## src/rtl/module_uart_rx.sv

```systemverilog
// 8N1 UART receiver with 16x oversampling, 2-FF line synchronizer and a
// single-entry output holding register with acknowledge/overrun handling.
module module_uart_rx #(
    parameter int CLK_FREQ = 10_000_000,
    parameter int BAUD     = 9600
) (
    input  logic       clk_i,
    input  logic       rst_i,
    input  logic       rx_i,
    input  logic       ack_i,
    output logic [7:0] data_o,
    output logic       valid_o,
    output logic       frame_err_o,
    output logic       overrun_o,
    output logic       busy_o
);
    localparam int DATA_W = 8;
    localparam int IDX_W  = $clog2(DATA_W);
    localparam int DIV    = CLK_FREQ / (BAUD * 16);
    localparam int CNT_W  = (DIV < 2) ? 1 : $clog2(DIV);

    generate
        if (DIV < 2) begin : g_div_check
            $error("module_uart_rx: CLK_FREQ/(BAUD*16) must be at least 2");
        end
    endgenerate

    typedef enum logic [1:0] {
        IDLE  = 2'd0,
        START = 2'd1,
        DATA  = 2'd2,
        STOP  = 2'd3
    } state_t;

    state_t              state;
    state_t              state_nx;
    logic                rx_meta;
    logic                rxs;
    logic                rxs_d;
    logic [CNT_W-1:0]    div_cnt;
    logic                tick;
    logic [3:0]          tick_cnt;
    logic                tick_clr;
    logic [IDX_W-1:0]    bit_idx;
    logic [DATA_W-1:0]   shift_q;
    logic                sample_en;
    logic                accept;
    logic                frame_bad;

    // Line synchronizer; rxs_d is kept only to detect the start-bit falling edge
    always_ff @(posedge clk_i or negedge rst_i) begin
        if (!rst_i) begin
            rx_meta <= 1'b1;
            rxs     <= 1'b1;
            rxs_d   <= 1'b1;
        end else begin
            rx_meta <= rx_i;
            rxs     <= rx_meta;
            rxs_d   <= rxs;
        end
    end

    // Oversample divider, held at zero while idle so a frame always starts aligned
    assign tick = (div_cnt == CNT_W'(DIV - 1));

    always_ff @(posedge clk_i or negedge rst_i) begin
        if (!rst_i) begin
            div_cnt <= '0;
        end else if (state == IDLE || tick) begin
            div_cnt <= '0;
        end else begin
            div_cnt <= div_cnt + CNT_W'(1);
        end
    end

    always_ff @(posedge clk_i or negedge rst_i) begin
        if (!rst_i) begin
            state <= IDLE;
        end else begin
            state <= state_nx;
        end
    end

    always_comb begin
        state_nx  = state;
        tick_clr  = 1'b0;
        sample_en = 1'b0;
        accept    = 1'b0;
        frame_bad = 1'b0;
        case (state)
            IDLE: begin
                if (rxs_d && !rxs) begin
                    state_nx = START;
                end
            end
            START: begin
                // Mid start bit: a line already back high was only a glitch
                if (tick && tick_cnt == 4'd7) begin
                    tick_clr = 1'b1;
                    state_nx = rxs ? IDLE : DATA;
                end
            end
            DATA: begin
                if (tick && tick_cnt == 4'd15) begin
                    sample_en = 1'b1;
                    if (bit_idx == IDX_W'(DATA_W - 1)) begin
                        state_nx = STOP;
                    end
                end
            end
            STOP: begin
                if (tick && tick_cnt == 4'd15) begin
                    state_nx  = IDLE;
                    accept    = rxs;
                    frame_bad = !rxs;
                end
            end
            default: state_nx = IDLE;
        endcase
    end

    // Tick and bit bookkeeping; the 4-bit tick count wraps every 16 ticks
    always_ff @(posedge clk_i or negedge rst_i) begin
        if (!rst_i) begin
            tick_cnt <= '0;
            bit_idx  <= '0;
            shift_q  <= '0;
        end else begin
            if (state == IDLE || tick_clr) begin
                tick_cnt <= '0;
            end else if (tick) begin
                tick_cnt <= tick_cnt + 4'd1;
            end
            if (state == IDLE) begin
                bit_idx <= '0;
            end else if (sample_en) begin
                bit_idx <= bit_idx + IDX_W'(1);
            end
            if (sample_en) begin
                shift_q[bit_idx] <= rxs;
            end
        end
    end

    // Output holding register: an ack in the acceptance cycle frees the slot
    always_ff @(posedge clk_i or negedge rst_i) begin
        if (!rst_i) begin
            data_o      <= '0;
            valid_o     <= 1'b0;
            frame_err_o <= 1'b0;
            overrun_o   <= 1'b0;
        end else begin
            frame_err_o <= frame_bad;
            overrun_o   <= accept && valid_o && !ack_i;
            if (accept && (!valid_o || ack_i)) begin
                data_o  <= shift_q;
                valid_o <= 1'b1;
            end else if (ack_i) begin
                valid_o <= 1'b0;
            end
        end
    end

    assign busy_o = (state != IDLE);

endmodule

```

## config.mk

```make
export PLATFORM = sky130hd
export DESIGN_NAME = module_uart_rx
export DESIGN_NICKNAME = d
export VERILOG_FILES = /design/src/rtl/module_uart_rx.sv
export SDC_FILE = /design/constraint.sdc
export NUM_CORES = 1
export LEC_CHECK = 0
export ABC_AREA = 1
export BUFFER_PORTS_ARGS = -buffer_cell sky130_fd_sc_hd__buf_2
export CELL_PAD_IN_SITES_DETAIL_PLACEMENT = 1
export CELL_PAD_IN_SITES_GLOBAL_PLACEMENT = 1
export CORE_MARGIN = 3
export CORE_UTILIZATION = 44
export DETAILED_ROUTE_END_ITERATION = 8
export PLACE_DENSITY_LB_ADDON = 0.1
export SYNTH_ARGS = -nofsm -noshare
export SYNTH_HDL_FRONTEND = slang
export SYNTH_SLANG_ARGS = --single-unit
```

## constraint.sdc

```tcl
create_clock -name clk_i -period 1.7 [get_ports clk_i]
set_input_delay 0.085 -clock clk_i [delete_from_list [all_inputs] [get_ports clk_i]]
set_output_delay 0.085 -clock clk_i [all_outputs]
set_load 0.005 [all_outputs]
```

==> qor.yml, run 1 <==
fin_ws_ps: 118
hpwl_mm: 2.95
hp-class: "primary input to flip-flop"
clkLatencyLatePin_ps: 290
place_area_um2: 1880
gp_congestion: 0.760
post-route-min-period_ps: 1580
clkTransAtPathRegs_ps: 70
critical_path_peak_fanout: 11
avgSynthCellArea_um2: 8.93
h-tree-depth: 2
yosys.area.top_type_share: 0.498
status: "completed"
async_flop_share: 1.00
max_freq_mhz: 632
setup_viol: 0
synth-edff-count: 0
clockBufferDepth: 2
worst_pin_slew_ps: 476
wire_per_inst_um: 14.6
drc: 0
crit_arrival_ps: 1730
yosysSeqAreaShare: 0.543
start_util: 0.470
grt_pass1_vias: 1500
leakage_nw: 0.984
synthCells: 197
cts_tree: "yes"
fp.dieW_um: 69.2
netlist_area_um2: 1760
drive_gt1_frac: 0.219
grt_pass1_wl_mm: 6.94
rsz0062_at_grt: "true"
timing.rr.start: "div_cnt[0]"
final_util: 0.541
drt_iter0_drc: 62
rrSetupSlack_ps: 120
p_per_area_nw_per_um2: 1150
cts_root_buf: "clkbuf_8"
crit_path_start_kind: "flip-flop"
io_buffers: 15
io_pins: 16
dp_slack_ps: 45.7
skew_ps: 5.98
ys_seq_elements: 38
syn_to_final_growth_pct: 15.2
gr-total-overflow: 0
coreArea_um2: 3740
fin_crit_sh: 0.931
dr.pass1.iters: 4
synthTopCellsByArea: "dfrtp_1 50%, nand2_1 8.7%, inv_1 5.1%, o21ai_1 4.8%, dfstp_2 4.5%"
stdcell_area_um2: 2030
path_class: "flip-flop to flip-flop"
drtAntennaViolNets: 0
ys_warn_count: 0
vdd_drop_max_mv: 0.599
startpoint: "div_cnt[0]"
maxSlewViolCount: 0
fp.dieH_um: 69.2
end_kind: "flip-flop"
hold_viol_final: 0
layout.nets: 232
die-area_um2: 4790
yosysTopAreaCell: "dfrtp_1"
grt_max_degree: 39
ys.flop_type: "dfrtp_1"
grt_usage: 0.179
antenna_found_initial: 0
total_power_mw: 2.34
via_per_inst: 5.15
drv_cap: 0
wl_mm: 3.98
syn_nets: 206
rows: 22
worstReg2RegEnd: "shift_q[5]"
vias: 1401
r2r_cells: 11
numCtsBuffers: 5
clock-sinks: 38
cp.required_ps: 1850
ys_types: 25
relSlewSlack: 0.682
n_antenna_cell: 0
endpoint: "shift_q[5]"
[sequential cells by signal, summed over array words and instances (netlist names), named ones only]
name	cells
shift_q	8
tick_cnt	4
rxs	1
bit_idx	3
valid_o	1
frame_err_o	1
rxs_d	1
overrun_o	1
data_o	8
div_cnt	7
state	1
rx_meta	1
[cell usage after synthesis, drive strengths merged, types with 2 or more instances]
cell type,count
nor3,4
dfstp,3
ha,5
inv,29
a21oi,5
nor3b,2
nand2,46
nand4,5
nand3,13
o21ai,22
buf,3
dfrtp,35
nor2,21
[worst min path at each step]
stage,from,endpoint,slack [ps],depth (start not counted)
final,ack_i,valid_o,240,4
after global routing,ack_i,overrun_o,250,4
after CTS,ack_i,overrun_o,190,4
after detailed placement,rst_i,div_cnt[5],160,2
after global placement,rst_i,div_cnt[4],150,2
after floorplan,rst_i,async pin,-210,0
[final cells by class]
type	count	area [µm²]
Timing Repair Buffer	21	125
Fill cell	458	1720
Clock buffer	6	82.6
Tap cell	48	60.1
Clock inverter	2	12.5
Inverter	30	119
Sequential cell	38	955
Multi-Input combinational cell	127	673
[timing repair]
action	in CTS	in global routing
resized for setup	0	2
setup buffers	0	2
setup endpoints to repair	0	16
endpoints found under the hold margin	36	0
hold buffers	2	0
[critical path: stages, from the launching register on]
cell and delay (ps):
dfrtp_1 400, inv_1 70, ha_1 150, nand2_2 60
nor2_4 140, nand3_2 100, clkinv_2 110, nand2_2 80
clkinv_4 90, nand3_1 90, nand2_1 70, o21ai_0 90
[cells in the final DEF (no fill, tap or decap), types with 3 or more instances in the layout]
cell type  count
nand2_1       41
dfrtp_1       35
inv_1         24
nor2_1        17
o21ai_1       17
buf_2         15
nand3_1       11
clkbuf_8       6
nand2_2        5
a21oi_1        5
o21ai_0        5
ha_1           5
inv_2          4
nor3_1         4
nand4_1        4
buf_4          4
dfstp_2        3
[kinds of logic (layout without fill, tap and decap cells)]
| logic type | Yosys count | count (layout) | share of synthesized area |
|---|---|---|---|
| adder cells (fa/ha/maj) | 5 | 5 | 0.0356 |
| AO/OA/AOI/OAI | 28 | 28 | 0.0811 |
| XOR/XNOR | 1 | 1 | 0.00498 |
| AND/OR/NAND/NOR | 92 | 93 | 0.254 |
| buffers and inverters | 33 | 59 | 0.0818 |
| flip-flops | 38 | 38 | 0.543 |
[where the power goes]
group | switching, mW | internal [mW]
Sequential | 0.0971 | 1.01
Clock | 0.304 | 0.326
Combinational | 0.388 | 0.217
Total | 0.790 | 1.55
[routing by layer]
metal  global-route usage  vias to the layer above  share of wire
met5                    0                        -              0
met4               0.0586                        0         0.0090
met3               0.0478                        4          0.042
met2                0.297                       25           0.51
met1                0.228                      692           0.44
li1                     -                      680              -
[metrics by stage]
| step | setup TNS (ps) | hold slack [ps] | cells |
|---|---|---|---|
| after CTS | 0 | 192 | 269 |
| final | 0 | 237 | 272 |
| after global placement | 0 | 150 | 259 |
| after global routing | -120 | 254 | 272 |
| after floorplan | 0 | -211 | 197 |
| after detailed placement | 0 | 164 | 259 |
(Power assumes the default switching activity.)
==> run 2, diff against run 1 <==
- CORE_UTILIZATION: 44 -> 35
==> run 2 against run 1 <==
Against the previous run:
- die area increased by 23%
- fmax increased by 0.90%
- global-route usage decreased by 4.1 points
- first-iteration DRC count decreased by 45%
- flip-flop and latch count unchanged
- combinational power increased by 4.1%
- register-to-register slack about the same
- largest cell class unchanged
- critical path type unchanged
- final cell count increased by 7.0%
==> qor.yml, run 2 (synthesized netlist as in run 1, its figures left out) <==
status: "completed"
max_freq_mhz: 638  # +0.90%
clkLatencyLatePin_ps: 280  # about the same
pwr-share-seq: 0.469  # -0.003
r2r_cells: 11  # unchanged
start_util: 0.368  # -0.102
setup_viol: 0  # unchanged
p_switching_uw: 789  # -0.14%
p_int_mw: 1.57  # +1.5%
path_class: "flip-flop to flip-flop"
antenna_found_initial: 0  # unchanged
timing.rr.start: "div_cnt[0]"
crit_buf_inv: 3  # unchanged
die-area_um2: 5910  # +23%
gr-total-overflow: 0  # unchanged
drtAntennaViolNets: 0  # unchanged
h-tree-depth: 2  # unchanged
grt_pass1_wl_mm: 6.49  # -6.5%
skew_ps: 3.89  # -2.09 ps
via_per_inst: 4.52  # -12%
io_buffers: 15  # unchanged
crit_path_frequent_cell: "nand2_2"
gp_congestion: 0.834  # +9.7%
p_comb_frac: 0.266  # +0.007
drive_gt1_frac: 0.232  # +0.0134
coreArea_um2: 4790  # +28%
final_common_cell: "nand2_1"
rows: 25  # +14%
place_area_um2: 1900  # +1.3%
numCtsBuffers: 5  # unchanged
largestRegisters: "data_o: 8 flops, shift_q: 8 flops, div_cnt: 7 flops"
drt_iter0_drc: 34  # -45%
maxSlewViolCount: 0  # unchanged
grt_pass1_vias: 1373  # -8.5%
fp.dieH_um: 76.9  # +11%
critical_path_peak_fanout: 11  # unchanged
clockBufferDepth: 2  # unchanged
cp.required_ps: 1860  # about the same
leakage_nw: 0.993  # +0.88%
fin_ws_ps: 132  # +14.1 ps
swShare: 0.334  # -0.00374
cp.depth: 11  # unchanged
post-route-min-period_ps: 1570  # -14.1 ps
fin_setup_tns_ps: 0  # unchanged
n_antenna_cell: 0  # unchanged
p_per_area_nw_per_um2: 1150  # -0.50%
cts_root_buf: "clkbuf_8"
rrSetupSlack_ps: 130  # about the same
critPathSlowestCell: "dfrtp_1"
rsz0062_at_grt: "true"
grt_usage: 0.139  # -0.0408
cts_tree: "yes"
worst_pin_slew_ps: 467  # -9.31 ps
end_kind: "flip-flop"
fp.dieW_um: 76.9  # +11%
wire_per_inst_um: 12.4  # -15%
io_pins: 16  # unchanged
dr.pass1.iters: 4  # unchanged
slowest_delay_ps: 410  # about the same
final_util: 0.430  # -0.112
dp_slack_ps: 49.3  # +3.58 ps
p_clk_frac: 0.264  # -0.005
hold_viol_final: 0  # unchanged
vdd_drop_max_mv: 0.660  # +10%
drv_cap: 0  # unchanged
cp_top_family: "simple AND/OR/NAND/NOR gates"
crit_path_start_kind: "flip-flop"
vias: 1314  # -6.2%
whs_ps: 193  # -43.2 ps
total_power_mw: 2.36  # +0.98%
dp_cells: 278  # +7.3%
clkTransAtPathRegs_ps: 70  # about the same
worstReg2RegEnd: "shift_q[5]"
relSlewSlack: 0.689  # +0.00621
layout.nets: 232  # unchanged
hpwl_mm: 2.73  # -7.5%
syn_to_final_growth_pct: 16.9
stdcell_area_um2: 2060  # +1.5%
startpoint: "div_cnt[0]"
endpoint: "shift_q[5]"
path_cells: "inv_1 -> ha_1 -> nand2_2 -> nor2_4 -> nand3_2 -> clkinv_2 -> nand2_2 -> clkinv_4 -> nand3_1 -> nand2_1 -> o21ai_0"
grt_max_degree: 39  # unchanged
wl_mm: 3.61  # -9.3%
finalNonFillerCells: 291  # +7.0%
crit_arrival_ps: 1730  # about the same
hp-class: "primary input to flip-flop"
drc: 0  # unchanged
most-common-layout-cells: "40 x nand2_1, 35 x dfrtp_1, 24 x inv_1"
fin_crit_sh: 0.922  # -0.00827
clock-sinks: 38  # unchanged
==> run 2: worst min path at each step <==
stage	end	depth (start not counted)	slack, ps	start
after detailed placement	div_cnt[3]	2	170	rst_i
after CTS	valid_o	4	190	ack_i
after global placement	div_cnt[3]	2	160	rst_i
after global routing	overrun_o	4	220	ack_i
after floorplan	async pin	0	-210	rst_i
final	valid_o	4	190	ack_i
==> run 2: what timing repair did <==
item / CTS / global route
resized for setup: 0 / 6
hold endpoints to repair: 36 / 0
endpoints found under the setup margin: 0 / 25
hold buffers: 2 / 0
setup buffers: 0 / 3
==> run 2: power by group through the flow <==
stage / Sequential, mW / Combinational (mW) / Clock [mW]
2_1_floorplan: 1.10 / 0.416 / 0
3_3_place_gp: 1.12 / 0.528 / 0
3_5_place_dp: 1.13 / 0.565 / 0
4_1_cts: 1.11 / 0.572 / 0.653
5_1_grt: 1.12 / 0.734 / 0.696
6_report: 1.11 / 0.630 / 0.624
==> run 2: worst reg2reg max path: cells and delay by family (launching register included) <==
kind            cells  cell delay (ps)
fa+ha+maj           1              160
buf+inv             3              260
simple gates        6              540
flops               1              410
compound gates      1               70
==> run 2: area by class of cell <==
type,count,area [µm²]
well taps,67,83.8
clock inverters,1,5.00
repair buffers,22,133
fillers,586,2730
flip-flops and latches,38,955
inverters,30,119
multi-input cells,126,676
clock buffers,7,86.3
==> run 2: routing by layer <==
layer | share of wire | vias to the layer above | global-route usage
met4 | 0.015 | 0 | 0.0435
met2 | 0.45 | 24 | 0.221
met5 | 0 | - | 0
met3 | 0.039 | 5 | 0.0364
li1 | - | 678 | -
met1 | 0.50 | 607 | 0.184
